[config.mk]
export PLATFORM = sky130hd
export DESIGN_NAME = temp_threshold_monitor
export DESIGN_NICKNAME = d
export VERILOG_FILES = /design/src/rtl/temp_threshold_monitor.sv
export SDC_FILE = /design/constraint.sdc
export NUM_CORES = 1
export LEC_CHECK = 0
export ABC_AREA = 1
export BUFFER_PORTS_ARGS = -buffer_cell sky130_fd_sc_hd__buf_4
export CAP_MARGIN = 10
export CORE_MARGIN = 4
export CORE_UTILIZATION = 50
export DETAILED_ROUTE_END_ITERATION = 6
export HOLD_SLACK_MARGIN = 0.06
export MAX_ROUTING_LAYER = met4
export PLACE_DENSITY = 0.81
export SLEW_MARGIN = 20
export SYNTH_ARGS = -nofsm -noshare
export SYNTH_HDL_FRONTEND = slang
export SYNTH_SLANG_ARGS = --single-unit
[constraint.sdc]
create_clock -name clk -period 6.4 [get_ports clk]
set_input_delay 1.92 -clock clk [delete_from_list [all_inputs] [get_ports clk]]
set_output_delay 1.92 -clock clk [all_outputs]
set_load 0.1 [all_outputs]
[src/rtl/temp_threshold_monitor.sv]
// temp_threshold_monitor: decimates the upstream Celsius value, keeps a
// 2^AVG_LOG2-point moving average, and classifies it as NORMAL/WARN/CRIT.
// The classifier uses hysteresis and persistence filtering.
// Optional feature macro: TEMP_MON_CRIT_LATCH_EN adds latch_clr/crit_latched,
// a sticky record that CRIT was reached.
module temp_threshold_monitor #(
  parameter int SAMPLE_DIV = 5,
  parameter int AVG_LOG2   = 2,
  parameter int PERSIST    = 3
) (
  input  logic       clk,
  input  logic       rstn,
  input  logic [7:0] celsius,
  input  logic [7:0] warn_thresh,
  input  logic [7:0] crit_thresh,
  input  logic [7:0] hyst,
`ifdef TEMP_MON_CRIT_LATCH_EN
  input  logic       latch_clr,
  output logic       crit_latched,
`endif
  output logic       sample_stb,
  output logic [7:0] avg_c,
  output logic       avg_valid,
  output logic [1:0] state,
  output logic       warn,
  output logic       crit
);

  localparam int DEPTH = 1 << AVG_LOG2;
  localparam int SUMW  = 8 + AVG_LOG2;
  localparam int DIVW  = $clog2(SAMPLE_DIV);
  localparam int PTRW  = (AVG_LOG2 > 0) ? AVG_LOG2 : 1;
  localparam int FILLW = AVG_LOG2 + 1;
  localparam int PCW   = $clog2(PERSIST + 1);

  localparam logic [DIVW-1:0]  DIV_LAST  = DIVW'(SAMPLE_DIV - 1);
  localparam logic [FILLW-1:0] FILL_FULL = FILLW'(DEPTH);
  localparam logic [PCW-1:0]   PERSIST_N = PCW'(PERSIST);

  typedef enum logic [1:0] {
    ST_NORMAL = 2'b00,
    ST_WARN   = 2'b01,
    ST_CRIT   = 2'b10
  } state_e;

  // Decimation, window and averaging registers
  logic [DIVW-1:0]  div_q;
  logic             capture;
  logic             cap_q;
  logic [7:0]       win_q [DEPTH];
  logic [PTRW-1:0]  ptr_q;
  logic [SUMW-1:0]  sum_q;
  logic [SUMW-1:0]  sum_d;
  logic [FILLW-1:0] fill_q;
  logic             stb_q;
  logic [7:0]       avg_q;
  logic             valid_q;

  // Classifier registers
  state_e           state_q, state_d;
  state_e           target;
  state_e           ptgt_q, ptgt_d;
  logic [PCW-1:0]   pcnt_q, pcnt_d;
  logic             warn_q, crit_q;
  logic             eval;
  logic [7:0]       warn_dn, crit_dn;

  assign capture = (div_q == DIV_LAST);
  // The entry being overwritten drops out of the running sum; empty entries are 0.
  assign sum_d   = sum_q + SUMW'(celsius) - SUMW'(win_q[ptr_q]);

  // Free-running decimation counter, wraps on the capture edge
  always_ff @(posedge clk or negedge rstn) begin
    if (!rstn) begin
      div_q <= '0;
    end else if (capture) begin
      div_q <= '0;
    end else begin
      div_q <= div_q + 1'b1;
    end
  end

  // One register per window slot; only the slot under the write pointer loads
  for (genvar gi = 0; gi < DEPTH; gi++) begin : g_win
    always_ff @(posedge clk or negedge rstn) begin
      if (!rstn) begin
        win_q[gi] <= '0;
      end else if (capture && (ptr_q == PTRW'(gi))) begin
        win_q[gi] <= celsius;
      end
    end
  end

  // Running sum, write pointer and fill count advance once per capture
  always_ff @(posedge clk or negedge rstn) begin
    if (!rstn) begin
      ptr_q  <= '0;
      sum_q  <= '0;
      fill_q <= '0;
      cap_q  <= 1'b0;
    end else begin
      cap_q <= capture;
      if (capture) begin
        ptr_q <= (ptr_q == PTRW'(DEPTH - 1)) ? '0 : ptr_q + 1'b1;
        sum_q <= sum_d;
        if (fill_q != FILL_FULL) begin
          fill_q <= fill_q + 1'b1;
        end
      end
    end
  end

  // Average and strobe are published the cycle after the capture updated the sum
  always_ff @(posedge clk or negedge rstn) begin
    if (!rstn) begin
      stb_q   <= 1'b0;
      avg_q   <= '0;
      valid_q <= 1'b0;
    end else begin
      stb_q <= cap_q;
      if (cap_q) begin
        avg_q <= sum_q[SUMW-1:AVG_LOG2];
        if (fill_q == FILL_FULL) begin
          valid_q <= 1'b1;
        end
      end
    end
  end

  // Downward thresholds saturate at zero so a large band never wraps around
  assign warn_dn = (warn_thresh > hyst) ? (warn_thresh - hyst) : 8'd0;
  assign crit_dn = (crit_thresh > hyst) ? (crit_thresh - hyst) : 8'd0;
  assign eval    = stb_q && valid_q;

  // Target classification and persistence filter
  always_comb begin
    target  = state_q;
    state_d = state_q;
    pcnt_d  = pcnt_q;
    ptgt_d  = ptgt_q;
    case (state_q)
      ST_WARN: begin
        if (avg_q >= crit_thresh)  target = ST_CRIT;
        else if (avg_q < warn_dn)  target = ST_NORMAL;
        else                       target = ST_WARN;
      end
      ST_CRIT: begin
        if (avg_q >= crit_dn)      target = ST_CRIT;
        else if (avg_q < warn_dn)  target = ST_NORMAL;
        else                       target = ST_WARN;
      end
      default: begin
        // CRIT is tested first so it wins even when crit_thresh <= warn_thresh
        if (avg_q >= crit_thresh)       target = ST_CRIT;
        else if (avg_q >= warn_thresh)  target = ST_WARN;
        else                            target = ST_NORMAL;
      end
    endcase
    if (eval) begin
      ptgt_d = target;
      if (target == state_q) begin
        pcnt_d = '0;
      end else begin
        if ((pcnt_q != '0) && (target == ptgt_q)) pcnt_d = pcnt_q + 1'b1;
        else                                      pcnt_d = PCW'(1);
        if (pcnt_d == PERSIST_N) begin
          state_d = target;
          pcnt_d  = '0;
        end
      end
    end
  end

  // Classifier state plus registered warn/crit decodes of the next state
  always_ff @(posedge clk or negedge rstn) begin
    if (!rstn) begin
      state_q <= ST_NORMAL;
      ptgt_q  <= ST_NORMAL;
      pcnt_q  <= '0;
      warn_q  <= 1'b0;
      crit_q  <= 1'b0;
    end else begin
      state_q <= state_d;
      ptgt_q  <= ptgt_d;
      pcnt_q  <= pcnt_d;
      warn_q  <= (state_d == ST_WARN) || (state_d == ST_CRIT);
      crit_q  <= (state_d == ST_CRIT);
    end
  end

`ifdef TEMP_MON_CRIT_LATCH_EN
  logic latched_q;

  // Sticky CRIT record; a clear request is ignored while still in CRIT
  always_ff @(posedge clk or negedge rstn) begin
    if (!rstn) begin
      latched_q <= 1'b0;
    end else if (crit_q) begin
      latched_q <= 1'b1;
    end else if (latch_clr) begin
      latched_q <= 1'b0;
    end
  end

  assign crit_latched = latched_q;
`endif

  assign sample_stb = stb_q;
  assign avg_c      = avg_q;
  assign avg_valid  = valid_q;
  assign state      = state_q;
  assign warn       = warn_q;
  assign crit       = crit_q;

endmodule

==> summary.txt <==
Status
  • Status: finished, final reports clean

Power
  • Maximum vdd drop: 0.229 mV
  • Gate power share: 57.9%
  • Sw power: 1.14 mW
  • Reg power frac: 28.1%
  • Leak: 3.05 nW
  • Switching share of power: 50.4%
  • Clk pwr share: 14.0%
  • Pwr Density: 395 nW/µm²
  • Internal: 1.12 mW

Finish
  • # nets final: 802
  • Syn-to-layout area delta: 12.7%
  • Footprint of the multi-input gates: 2890 µm²
  • N_diodes: 0
  • Share of cells above drive strength 1: 12.1%
  • FF+latch area: 1730 µm²
  • Layout fillers: 908

CTS
  • CTS tree: done
  • Total CTS buffers: 9
  • Post-CTS sizing: 0
  • H-tree levels: 3
  • CTS root buf: clkbuf_8
  • Post-CTS Setup Inserts: 0
  • Clk_lat worst skew: 350 ps
  • Hold buffers post-CTS: 0
  • Clock slew at reported path FFs: 80 ps
  • Clk sinks: 69
  • Clock buffer depth: 2

Floorplanning
  • Die extent in y: 109 µm
  • Io pins: 48
  • Die W: 109 µm
  • Die Area: 11800 µm²
  • Starting Density: 51.7%
  • Core box area: 9820 µm²
  • Row cnt: 36

Routing
  • TritonRoute pass-1 iters: 5
  • Final ANT Viol Nets: 0
  • DRC viols: 0
  • Drt total wl: 11300 µm
  • Via count: 4309
  • Routed wire per std cell: 13.6 µm
  • Iter 0 DRT Violations: 357
  • Via density per instance: 5.21

STA
  • Final Cycle Share: 90.0%
  • Final hold viol count: 0
  • Min cycle time layout: 5760 ps
  • Unrepaired setup endpoints after global routing: no
  • Final TNS setup: 0 ps
  • Final setup fails: 0
  • Fin. max-slew vios: 0
  • Max Clock Skew: 13.2 ps
  • Slew at the pin closest to its max-slew limit: 861 ps
  • Slew HR: 42.6%
  • Tightest hold margin: 477 ps
  • Fmax: 174 MHz

Synth
  • Post-synth top area share: 34.0%
  • Yosys cell types: 40
  • Synth cell count leaders: nand2_1 (124), inv_1 (105), dfrtp_1 (69), ha_1 (69), o21ai_0 (61)
  • Main synth FF type: dfrtp_1
  • Async SR Flop Fraction: 100%
  • Mean Syn Cell Area: 7.89 µm²
  • Netlist Area Pre-Place: 5080 µm²
  • Largest cells by area after synthesis: dfrtp_1 (34%), ha_1 (17%), nand2_1 (9.2%)
  • Cell taking the most area after synthesis: dfrtp_1
  • Seq/Total Area, Yosys: 34.0%
  • Gate Count Post-Synth: 644
  • Seq cells post-synth: 69
  • Count leader, synth: nand2_1
  • YS warnings: 0
  • Mapped Nets: 757
  • Number of synthesized flops with an enable pin: 0

Place
  • Port Buffers: 47
  • HPWL after DPL: 8740 µm
  • Gp weighted congestion: 0.872

Global route
  • GRT Max-Usage Layer: met2
  • Largest net degree at the start of global routing: 70
  • GRT met3 Usage: 3.26%
  • Grt met1 use: 26.4%
  • Initial antenna violation count: 0
  • Remaining Overflow, GRT: 0
  • First-pass GRT wire length: 19300 µm
  • Number of global-route vias before repair: 4265
  • Met2 usage in global routing: 35.4%
  • All-Layer GR Usage: 21.0%

Worst hold path
  • Worst min-delay path category: flip-flop to flip-flop
  • Hold_sp: div_q[0]$_DFF_PN0_

Worst setup path
  • Crit path launch type: primary input
  • Worst EP required: 6650 ps
  • Crit path max fanout: 8
  • Setup CP Type: primary input to flip-flop
  • CP startpoint: crit_thresh[0]
  • Arrival @ worst endpoint: 6010 ps
  • R2R Path Start: ptr_q[0]$_DFFE_PN0P_
  • Crit end category: flip-flop

Job
  • Maxcap violations: 0
==> through the flow <==
| step | cell area [µm²] | util [%] | std cells | worst slack (ps) | power (mW) |
|---|---|---|---|---|---|
| 3_3_place_gp | 5550 | 56.5 | 811 | 538 | 1.88 |
| 2_1_floorplan | 5080 | - | 644 | 889 | 1.64 |
| 6_report | 5720 | 58.3 | 827 | 639 | 2.26 |
| 4_1_cts | 5720 | 58.3 | 827 | 715 | 2.26 |
| 3_5_place_dp | 5550 | 56.5 | 811 | 338 | 1.94 |
| 5_1_grt | 5720 | 58.3 | 827 | 235 | 2.47 |
==> power groups by stage <==
stage / combinational [mW] / sequential (mW) / clock, mW
6_report: 1.31 / 0.634 / 0.317
5_1_grt: 1.48 / 0.646 / 0.344
4_1_cts: 1.31 / 0.633 / 0.320
3_5_place_dp: 1.30 / 0.640 / 0
3_3_place_gp: 1.24 / 0.637 / 0
2_1_floorplan: 0.784 / 0.855 / 0
==> registers in the layout (all words and copies together), names as in the netlist, named ones only <==
name and flops:
cap_q 1, fill_q 3, crit 1, win_q 32
avg_c 8, sum_q 10, sample_stb 1, warn 1
ptgt_q 2, pcnt_q 2, avg_valid 1, div_q 3
ptr_q 2
==> routing by layer <==
metal / vias to the layer above / routed length, µm
met5: - / 0
met4: 0 / 162
li1: 2179 / -
met1: 1986 / 4990
met3: 21 / 571
met2: 123 / 5530
==> logic make-up after synthesis <==
kind of cell    synth area share [%]
mux                            0.222
compound gates                  14.3
xor+xnor                        1.72
simple gates                    19.8
fa+ha+maj                       20.9
buf+inv                         9.02
flops                           34.0
==> path summary, 6_finish.rpt <==
path | to | slack (ps) | cells past startpoint
setup / recovery | warn$_DFF_PN0_ | 640 | 28
hold / removal | div_q[0]$_DFF_PN0_ | 480 | 1
setup reg to reg | sum_q[9]$_DFFE_PN0P_ | 2430 | 20
hold reg to reg | div_q[0]$_DFF_PN0_ | 480 | 1
max in group asynchronous | avg_c[4]$_DFFE_PN0P_ | 4150 | 1
min in group asynchronous | win_q[16]$_DFFE_PN0P_ | 1660 | 1
==> layout make-up <==
cell class                      count  area share (%)
Clock inverter                      7           0.875
Clock buffer                        9            2.16
Tap cell                          133            2.91
Sequential cell                    69            30.2
Inverter                          109            7.15
Timing Repair Buffer               47            6.17
Multi-Input combinational cell    453            50.6
==> layout by cell type, fill, tap and decap left out, drive strengths merged <==
master	n
nand3	19
a21oi	36
or2	4
and2	2
o21bai	2
mux2	1
o21ai	72
o22ai	11
fa	10
inv	108
dfrtp	69
a21o	1
o21a	1
nand3b	2
o31ai	1
nor2	62
nor3	1
a31oi	2
clkbuf	9
a31o	1
nand4	7
o2111ai	2
buf	47
a21boi	1
nand2	132
xnor2	6
a211oi	4
clkinv	8
ha	69
xor2	4
==> worst max-delay path, cell delays in order <==
cell and delay [ps]:
buf_4 90, inv_1 40, ha_1 220, fa_1 410, o31ai_1 360, a21oi_1 110
o21bai_1 180, a21oi_1 80, o21bai_1 130, nand2_1 180, a21oi_1 140, o21ai_0 100
ha_1 300, nand2_1 70, nor2_1 170, nand4_1 150, nand3_2 110, nand3_1 130
nand2_1 140, xor2_1 150, inv_1 60, nand3_1 100, and2_1 180, nand2_1 80
nand2_1 70, nand2_1 60, ha_1 270, inv_1 30
(Power assumes the default switching activity.)
